File: src/rtl/drowsiness_detector.sv
// Single-neuron core: builds a signed weight table on Start, then produces
// ReLU(sum(in[i]*w[i]) >>> FRAC) saturated to an unsigned W-bit result.
module drowsiness_detector #(
  parameter int           N      = 10,
  parameter int           W      = 10,
  parameter logic [W-1:0] W_SEED = W'(1),
  parameter logic [W-1:0] W_STEP = W'(1),
  parameter int           FRAC   = 4
) (
  input  logic                Clock,
  input  logic                Rst,
  input  logic                Start,
  input  logic [W-1:0]        in [N],
  output logic signed [W-1:0] dataRead,
  output logic signed [W-1:0] data,
  output logic [W-1:0]        outVal,
  output logic [1:0]          state_o
);

  localparam int IDX_W = $clog2(N + 1);
  localparam int PRD_W = 2 * W + 1;
  localparam int ACC_W = 2 * W + $clog2(N) + 2;

  localparam logic signed [PRD_W-1:0] P_MAX = PRD_W'((1 << (W - 1)) - 1);
  localparam logic signed [PRD_W-1:0] P_MIN = -P_MAX - PRD_W'(1);
  localparam logic signed [ACC_W-1:0] O_MAX = ACC_W'((1 << W) - 1);

  typedef enum logic [1:0] {
    S_IDLE = 2'd0,
    S_INIT = 2'd1,
    S_ACC  = 2'd2,
    S_DONE = 2'd3
  } state_t;

  state_t                  state_q;
  logic [IDX_W-1:0]        idx_q;
  logic signed [ACC_W-1:0] acc_q;
  logic signed [W-1:0]     mem_q [N];

  logic [31:0]             gen_full;
  logic signed [W-1:0]     gen_w;
  logic signed [W-1:0]     rd_w;
  logic [W-1:0]            rd_in;
  logic signed [PRD_W-1:0] prod;
  logic signed [PRD_W-1:0] prod_sh;
  logic signed [W-1:0]     prod_sat;
  logic signed [ACC_W-1:0] acc_sh;
  logic [W-1:0]            relu_out;
  logic                    last_idx;

  assign state_o = state_q;

  always_comb begin
    // Weight generator wraps modulo 2^W; the low W bits are reinterpreted as signed.
    gen_full = 32'(W_SEED) + 32'(idx_q) * 32'(W_STEP);
    gen_w    = $signed(gen_full[W-1:0]);
    rd_w     = mem_q[idx_q];
    rd_in    = in[idx_q];
    last_idx = (idx_q == IDX_W'(N - 1));

    prod    = PRD_W'($signed({1'b0, rd_in})) * PRD_W'(rd_w);
    prod_sh = prod >>> FRAC;
    if (prod_sh > P_MAX) begin
      prod_sat = P_MAX[W-1:0];
    end else if (prod_sh < P_MIN) begin
      prod_sat = P_MIN[W-1:0];
    end else begin
      prod_sat = prod_sh[W-1:0];
    end

    acc_sh = acc_q >>> FRAC;
    if (acc_q[ACC_W-1] || (acc_q == '0)) begin
      relu_out = '0;
    end else if (acc_sh > O_MAX) begin
      relu_out = '1;
    end else begin
      relu_out = acc_sh[W-1:0];
    end
  end

  // Start is a level request sampled only in IDLE; once a run begins it always
  // completes, and DONE re-arms only after Start has been seen low.
  always_ff @(posedge Clock or negedge Rst) begin
    if (!Rst) begin
      state_q  <= S_IDLE;
      idx_q    <= '0;
      acc_q    <= '0;
      dataRead <= '0;
      data     <= '0;
      outVal   <= '0;
      for (int i = 0; i < N; i++) begin
        mem_q[i] <= '0;
      end
    end else begin
      case (state_q)
        S_IDLE: begin
          if (Start) begin
            state_q <= S_INIT;
            idx_q   <= '0;
          end
        end
        S_INIT: begin
          mem_q[idx_q] <= gen_w;
          data         <= gen_w;
          if (last_idx) begin
            idx_q   <= '0;
            acc_q   <= '0;
            state_q <= S_ACC;
          end else begin
            idx_q <= idx_q + IDX_W'(1);
          end
        end
        S_ACC: begin
          dataRead <= rd_w;
          data     <= prod_sat;
          acc_q    <= acc_q + ACC_W'(prod);
          if (last_idx) begin
            idx_q   <= '0;
            state_q <= S_DONE;
          end else begin
            idx_q <= idx_q + IDX_W'(1);
          end
        end
        S_DONE: begin
          outVal <= relu_out;
          if (!Start) begin
            state_q <= S_IDLE;
          end
        end
        default: state_q <= S_IDLE;
      endcase
    end
  end

endmodule

File: config.mk
export PLATFORM = sky130hd
export DESIGN_NAME = drowsiness_detector
export DESIGN_NICKNAME = d
export VERILOG_FILES = /design/src/rtl/drowsiness_detector.sv
export SDC_FILE = /design/constraint.sdc
export NUM_CORES = 1
export LEC_CHECK = 0
export ABC_AREA = 1
export CORE_ASPECT_RATIO = 1.5
export CORE_MARGIN = 2
export CORE_UTILIZATION = 45
export CTS_CLUSTER_SIZE = 40
export DETAILED_ROUTE_END_ITERATION = 8
export PLACE_DENSITY = 0.68
export SLEW_MARGIN = 20
export SYNTH_ARGS = -nofsm -noshare
export SYNTH_HDL_FRONTEND = slang
export SYNTH_SLANG_ARGS = --single-unit
File: constraint.sdc
create_clock -name Clock -period 8.75 [get_ports Clock]
set_input_delay 2.625 -clock Clock [delete_from_list [all_inputs] [get_ports Clock]]
set_output_delay 2.625 -clock Clock [all_outputs]
set_load 0.005 [all_outputs]
After elaboration in Yosys (flattened, before gate mapping):

Index checks and enable logic that the tools add are counted.

* add/sub/neg operators: 3
* multipliers: 1
* magnitude comparators: 5
* equal/unequal tests: 8
* mux-type cells: 24
* bitwise gates (word level): 1
* reduce and logical (&&, ||, !) cells: 10

Operator list (count)
* $bwmux 100: 1
* $mux 10: 9
* $bmux 10 s4: 2
* $pmux 26 s2: 1
* $demux 10 s4: 1
* $add 26x21->26: 1
* $logic_not 26->1: 1
* $mux 26: 1
* $gt 22x11->1 const B: 1
* $mul 11x10->21: 1
* $pmux 10 s2: 1
* $gt 17x10->1 const B: 1
* $lt 17x10->1 const B: 1
* $mux 2: 4
* $mux 4: 2
* $ne 2x2->1 const B: 4
* $pmux 2 s4: 1
* $pmux 4 s2: 1
* $add 1x4->5 const A: 1
* $ge 5x5->1 const B: 1
* $lt 5x1->1 const B: 1
* $not 4->5: 1
* $add 4x1->4 const B: 1
* $eq 2x2->1 const B: 2
* 9 further kinds: 11

* register bits after elaboration: 162
* output and inout port bits: 32
* word-level logic and storage cells: 68

Longest topological paths before layout:

* word-level depth: 9
* mapped depth: 39
* depth with buffers taken out: 37

Worst setup path after synthesis:

OpenSTA, ideal clock, no wires.

* path type: input port to flip-flop
* from: input port in[45] (netlist bit)
* to: register acc_q[19]
* arrival time: 7.494 ns
* required time: 8.631 ns
* path slack: 1.137 ns
* cell stages on the path: 30
* buffers on the path: 0
* cells stage by stage: o21ai_0 -> o22ai_1 -> nand2_1 -> nand3_2 -> nand2_1 -> inv_1 -> fa_1 -> ha_1 -> ha_1 -> fa_1 -> inv_1 -> fa_1 -> inv_1 -> ha_1 -> nand2_1 -> inv_1 -> a21oi_1 -> nand2_1 -> or2_2 -> nand2_1 -> inv_1 -> ha_1 -> nand2_1 -> inv_1 -> a21oi_1 -> nand2_1 -> nand2_1 -> nand3_1 -> a21oi_1 -> nor2_1

* word-level cells in the longest chain between the ends: 6

Ends and longest elaborated chain
* start, declared: RTL line 13 `input logic [W-1:0] in [N],`
* $bmux 10 s4: RTL line 58 `rd_in = in[idx_q];`
* $mux 10 (not written as such) (2 in series): RTL line 58
* $mul 11x10->21: RTL line 61 `prod = PRD_W'($signed({1'b0, rd_in})) * PRD_W'(rd_w);`
* $add 26x21->26: RTL line 116 `acc_q <= acc_q + ACC_W'(prod);`
* $pmux 26 s2: RTL line 95 `case (state_q)`
* end signal, assigned: RTL line 116
* end, declared: RTL line 37 `logic signed [ACC_W-1:0] acc_q;`

Every way passes these cells. The select of a mux whose other input is x is not followed.
A chain may end at the register's enable or synchronous reset.

Worst setup path after layout:

* from: input port in[44] (netlist bit)
* to: register acc_q[18]

The elaborated chain is that of the path after synthesis.

==> report_table.html <==
<table>
<tr><th>Metric</th><th>Value</th></tr>
<tr><th colspan="2">STA</th></tr>
<tr><td>Count of final max-slew check failures</td><td>0</td></tr>
<tr><td>Worst Clk Skew</td><td>14.8 ps</td></tr>
<tr><td>Maximum achievable frequency</td><td>120 MHz</td></tr>
<tr><td>Crit share post-route</td><td>94.9%</td></tr>
<tr><td>Min Tclk post-route</td><td>8300 ps</td></tr>
<tr><td>Rel. slew slack</td><td>48.3%</td></tr>
<tr><td>Setup repair after global routing missed its margin</td><td>false</td></tr>
<tr><td>Hold WS</td><td>463 ps</td></tr>
<tr><td>Setup violation total in the final timing report</td><td>0</td></tr>
<tr><td>Pin slew with the least headroom to its limit</td><td>775 ps</td></tr>
<tr><td>Hold Violations, Final</td><td>0</td></tr>
<tr><td>Final setup TNS</td><td>0 ps</td></tr>
<tr><th colspan="2">Setup path</th></tr>
<tr><td>Critical-path cell with the highest stage delay</td><td>fa_1</td></tr>
<tr><td>FF-to-FF setup slack</td><td>1720 ps</td></tr>
<tr><td>Crit path to</td><td>acc_q[18]$_DFFE_PN0P_</td></tr>
<tr><td>Beginning of the critical path</td><td>in[44]</td></tr>
<tr><td>Largest driver fanout on the critical path</td><td>6</td></tr>
<tr><td>Crit path capture type</td><td>register</td></tr>
<tr><td>Endpoint of the worst register-to-register path</td><td>acc_q[18]$_DFFE_PN0P_</td></tr>
<tr><td>Type of element launching the critical path</td><td>input port</td></tr>
<tr><td>Worst path most repeated cell</td><td>nand2_1</td></tr>
<tr><td>Source of the worst register-to-register timing path</td><td>idx_q[0]$_DFFE_PN0P_</td></tr>
<tr><td>WP data required</td><td>9000 ps</td></tr>
<tr><td>Worst path max stage delay</td><td>530 ps</td></tr>
<tr><td>Type of the worst setup path</td><td>in2reg</td></tr>
<tr><td>Depth of the worst register-to-register path</td><td>33</td></tr>
<tr><td>Data arrival at the endpoint of the critical path</td><td>8550 ps</td></tr>
<tr><th colspan="2">Die</th></tr>
<tr><td>Row count</td><td>63</td></tr>
<tr><td>Initial standard-cell utilization of the core</td><td>45.9%</td></tr>
<tr><td>Top-level I/O count</td><td>135</td></tr>
<tr><td>Die Span Y</td><td>178 um</td></tr>
<tr><td>Die extent in x</td><td>120 um</td></tr>
<tr><td>Core ar.</td><td>19800 um2</td></tr>
<tr><td>Die area</td><td>21300 um2</td></tr>
<tr><th colspan="2">Logic synthesis</th></tr>
<tr><td>Share of the yosys chip area belonging to registers</td><td>29.5%</td></tr>
<tr><td>Most common flop cell mapped by yosys</td><td>dfrtp_1</td></tr>
<tr><td>Cells after Synth</td><td>1323</td></tr>
<tr><td>Synth Area per Inst</td><td>6.86 um2</td></tr>
<tr><td>Dominant combinational cell family by area after synthesis</td><td>simple AND/OR/NAND/NOR gates</td></tr>
<tr><td>Library cell with the largest summed area after synthesis</td><td>dfrtp_1</td></tr>
<tr><td>Post-synth ARST share</td><td>100%</td></tr>
<tr><td>Share of the synthesized area in the top cell type</td><td>29.5%</td></tr>
<tr><td>Synth area leaders</td><td>dfrtp_1 (30%), nand2_1 (17%), ha_1 (10%)</td></tr>
<tr><td>Adder and majority cell fraction of the synthesized area</td><td>15.7%</td></tr>
<tr><td>Count of cell types in the netlist</td><td>46</td></tr>
<tr><td>Area of the mapped netlist</td><td>9070 um2</td></tr>
<tr><td>Xor-xnor portion of the synthesized cell area</td><td>0.579%</td></tr>
<tr><td>Warning count from the yosys run</td><td>0</td></tr>
<tr><td>Share of the synthesized area in compound gates (AO/OA/AOI/OAI)</td><td>12.9%</td></tr>
<tr><td>Count of flip-flops with a built-in enable after synthesis</td><td>0</td></tr>
<tr><td>Top-count cell post-synth</td><td>nand2_1</td></tr>
<tr><td>Multiplexer share of the synthesized area</td><td>0%</td></tr>
<tr><td>Area share of and/or/nand/nor cells after synthesis</td><td>30.6%</td></tr>
<tr><td>Synth cell count leaders</td><td>nand2_1 (422), inv_1 (182), nor2_1 (134)</td></tr>
<tr><td>Seq cells post-synth</td><td>107</td></tr>
<tr><th colspan="2">Detailed routing</th></tr>
<tr><td>Avg WL per Cell</td><td>15.0 um</td></tr>
<tr><td>Length of the first detailed-routing pass in iterations</td><td>5</td></tr>
<tr><td>Number of vias per cell after detailed routing</td><td>5.14</td></tr>
<tr><td>Wire length after detailed routing</td><td>25.4 mm</td></tr>
<tr><td>Post-detailed-route count of antenna-violating nets</td><td>0</td></tr>
<tr><td>Violation count after the first detailed-routing iteration</td><td>366</td></tr>
<tr><td>Number of remaining DRC errors</td><td>0</td></tr>
<tr><td>Vias post-DR</td><td>8704</td></tr>
<tr><th colspan="2">Clock tree</th></tr>
<tr><td>Clock tree from TritonCTS</td><td>built</td></tr>
<tr><td>Clock buffer depth</td><td>2</td></tr>
<tr><td>Setup Buffers After CTS</td><td>0</td></tr>
<tr><td>Clock Sinks</td><td>107</td></tr>
<tr><td>Clock-pin slew on the worst setup and hold paths</td><td>80 ps</td></tr>
<tr><td>Post-CTS sizing</td><td>0</td></tr>
<tr><td>Root cell of the clock tree</td><td>clkbuf_16</td></tr>
<tr><td>TritonCTS Buffers</td><td>9</td></tr>
<tr><td>Number of levels in the clock H-tree</td><td>3</td></tr>
<tr><td>Hold Buf Count CTS</td><td>0</td></tr>
<tr><td>Clock insertion delay at the later pin of the skew report</td><td>360 ps</td></tr>
<tr><th colspan="2">Placed design</th></tr>
<tr><td>DP Area</td><td>10500 um2</td></tr>
<tr><td>HPWL reported at the end of detailed placement</td><td>19.6 mm</td></tr>
<tr><td>RD Place Congestion</td><td>0.958</td></tr>
<tr><td>Buffers on Ports</td><td>129</td></tr>
<tr><th colspan="2">Finish</th></tr>
<tr><td>Final net count</td><td>1632</td></tr>
<tr><td>Area of the multi-input gates</td><td>5450 um2</td></tr>
<tr><td>Seq. cell area</td><td>2680 um2</td></tr>
<tr><td>Area growth from synthesis to final layout</td><td>19.0%</td></tr>
<tr><td>Layout cells sized above 1</td><td>4.46%</td></tr>
<tr><td>Final standard cell area without fillers</td><td>10800 um2</td></tr>
<tr><td>Antenna Cells</td><td>0</td></tr>
<tr><td>Number of filler cells placed in the layout</td><td>1975</td></tr>
<tr><th colspan="2">Global routing</th></tr>
<tr><td>Maximum number of pins on one net before global-route repair</td><td>79</td></tr>
<tr><td>Total global routing overflow</td><td>0</td></tr>
<tr><td>Total GRT Usage</td><td>23.9%</td></tr>
<tr><td>Number of antenna violations at the first check in global routing</td><td>0</td></tr>
<tr><td>Wire length of the first global-routing pass</td><td>41.0 mm</td></tr>
<tr><td>Via count of the first global-routing pass</td><td>8433</td></tr>
<tr><th colspan="2">Run</th></tr>
<tr><td>Number of violations of the max-capacitance limit</td><td>0</td></tr>
<tr><th colspan="2">Hold path</th></tr>
<tr><td>Worst min-delay path category</td><td>reg2reg</td></tr>
<tr><td>Worst hold stages</td><td>2</td></tr>
<tr><th colspan="2">Outcome</th></tr>
<tr><td>Run status</td><td>complete, no violations</td></tr>
</table>
-- logic make-up after synthesis --
family | count (synthesis)
compound gates | 215
buf+inv | 232
xor+xnor | 6
fa+ha+maj | 99
simple gates | 663
other cells | 1
flops | 107
-- through the flow --
step	setup WS [ps]	cells	util [%]
floorplan	1140	1327	-
global placement	245	1678	53.0
detailed placement	111	1678	53.0
CTS	466	1694	54.5
global route	32.3	1695	54.6
finish	447	1695	54.6
-- layer usage --
| metal | up-vias | track usage, % | wire [um] |
|---|---|---|---|
| li1 | 4414 | - | - |
| met3 | 64 | 3.25 | 1040 |
| met5 | - | 0 | 0 |
| met2 | 212 | 42.3 | 12600 |
| met1 | 4014 | 28.6 | 10600 |
| met4 | 0 | 10.7 | 1030 |
-- critical path, delay by kind of cell --
kind | cells | cell delay, ps
adders and majority gates | 7 | 2750
and+or+nand+nor | 17 | 2120
buffers and inverters | 6 | 770
AOI/OAI and AO/OA | 2 | 280
-- registers in the layout, indices dropped and copies added (netlist names) --
signal,cells
data,10
state_o,2
mem_q,50
acc_q,26
outVal,10
dataRead,5
idx_q,4
-- cells in the final DEF (no fill, tap or decap), drive strengths merged, types with 5 or more instances in the layout --
cell type and n:
o21ai 129, a21oi 46, dfrtp 107, fa 25, inv 190, clkdlybuf4s50 128
clkbuf 9, nand3b 5, nand2 425, o22ai 31, nand4 12, nand3 61
ha 74, buf 8, conb 5, nor2 141, xor2 5, nor3 9
or2 5
-- worst min-delay path by stage --
stage                                     start                     to  slack, ps
after global routing      mem_q[13]$_DFFE_PN0P_  mem_q[13]$_DFFE_PN0P_        490
final                     mem_q[13]$_DFFE_PN0P_  mem_q[13]$_DFFE_PN0P_        460
after CTS                 mem_q[13]$_DFFE_PN0P_  mem_q[13]$_DFFE_PN0P_        470
after detailed placement  mem_q[13]$_DFFE_PN0P_  mem_q[13]$_DFFE_PN0P_        450
after floorplan           mem_q[13]$_DFFE_PN0P_  mem_q[13]$_DFFE_PN0P_        420
after global placement    mem_q[13]$_DFFE_PN0P_  mem_q[13]$_DFFE_PN0P_        430
-- layout make-up --
class / instances / share of cell area (%)
Multi-Input combinational cell: 988 / 50.4
Sequential cell: 107 / 24.8
Timing Repair Buffer: 136 / 12.6
Inverter: 188 / 6.53
Tap cell: 260 / 3.01
Clock buffer: 9 / 2.09
Clock inverter: 7 / 0.556
Power is left out: the tool's default activity adds up to more than one toggle a clock period on the data nets, which glitch-free logic cannot reach.
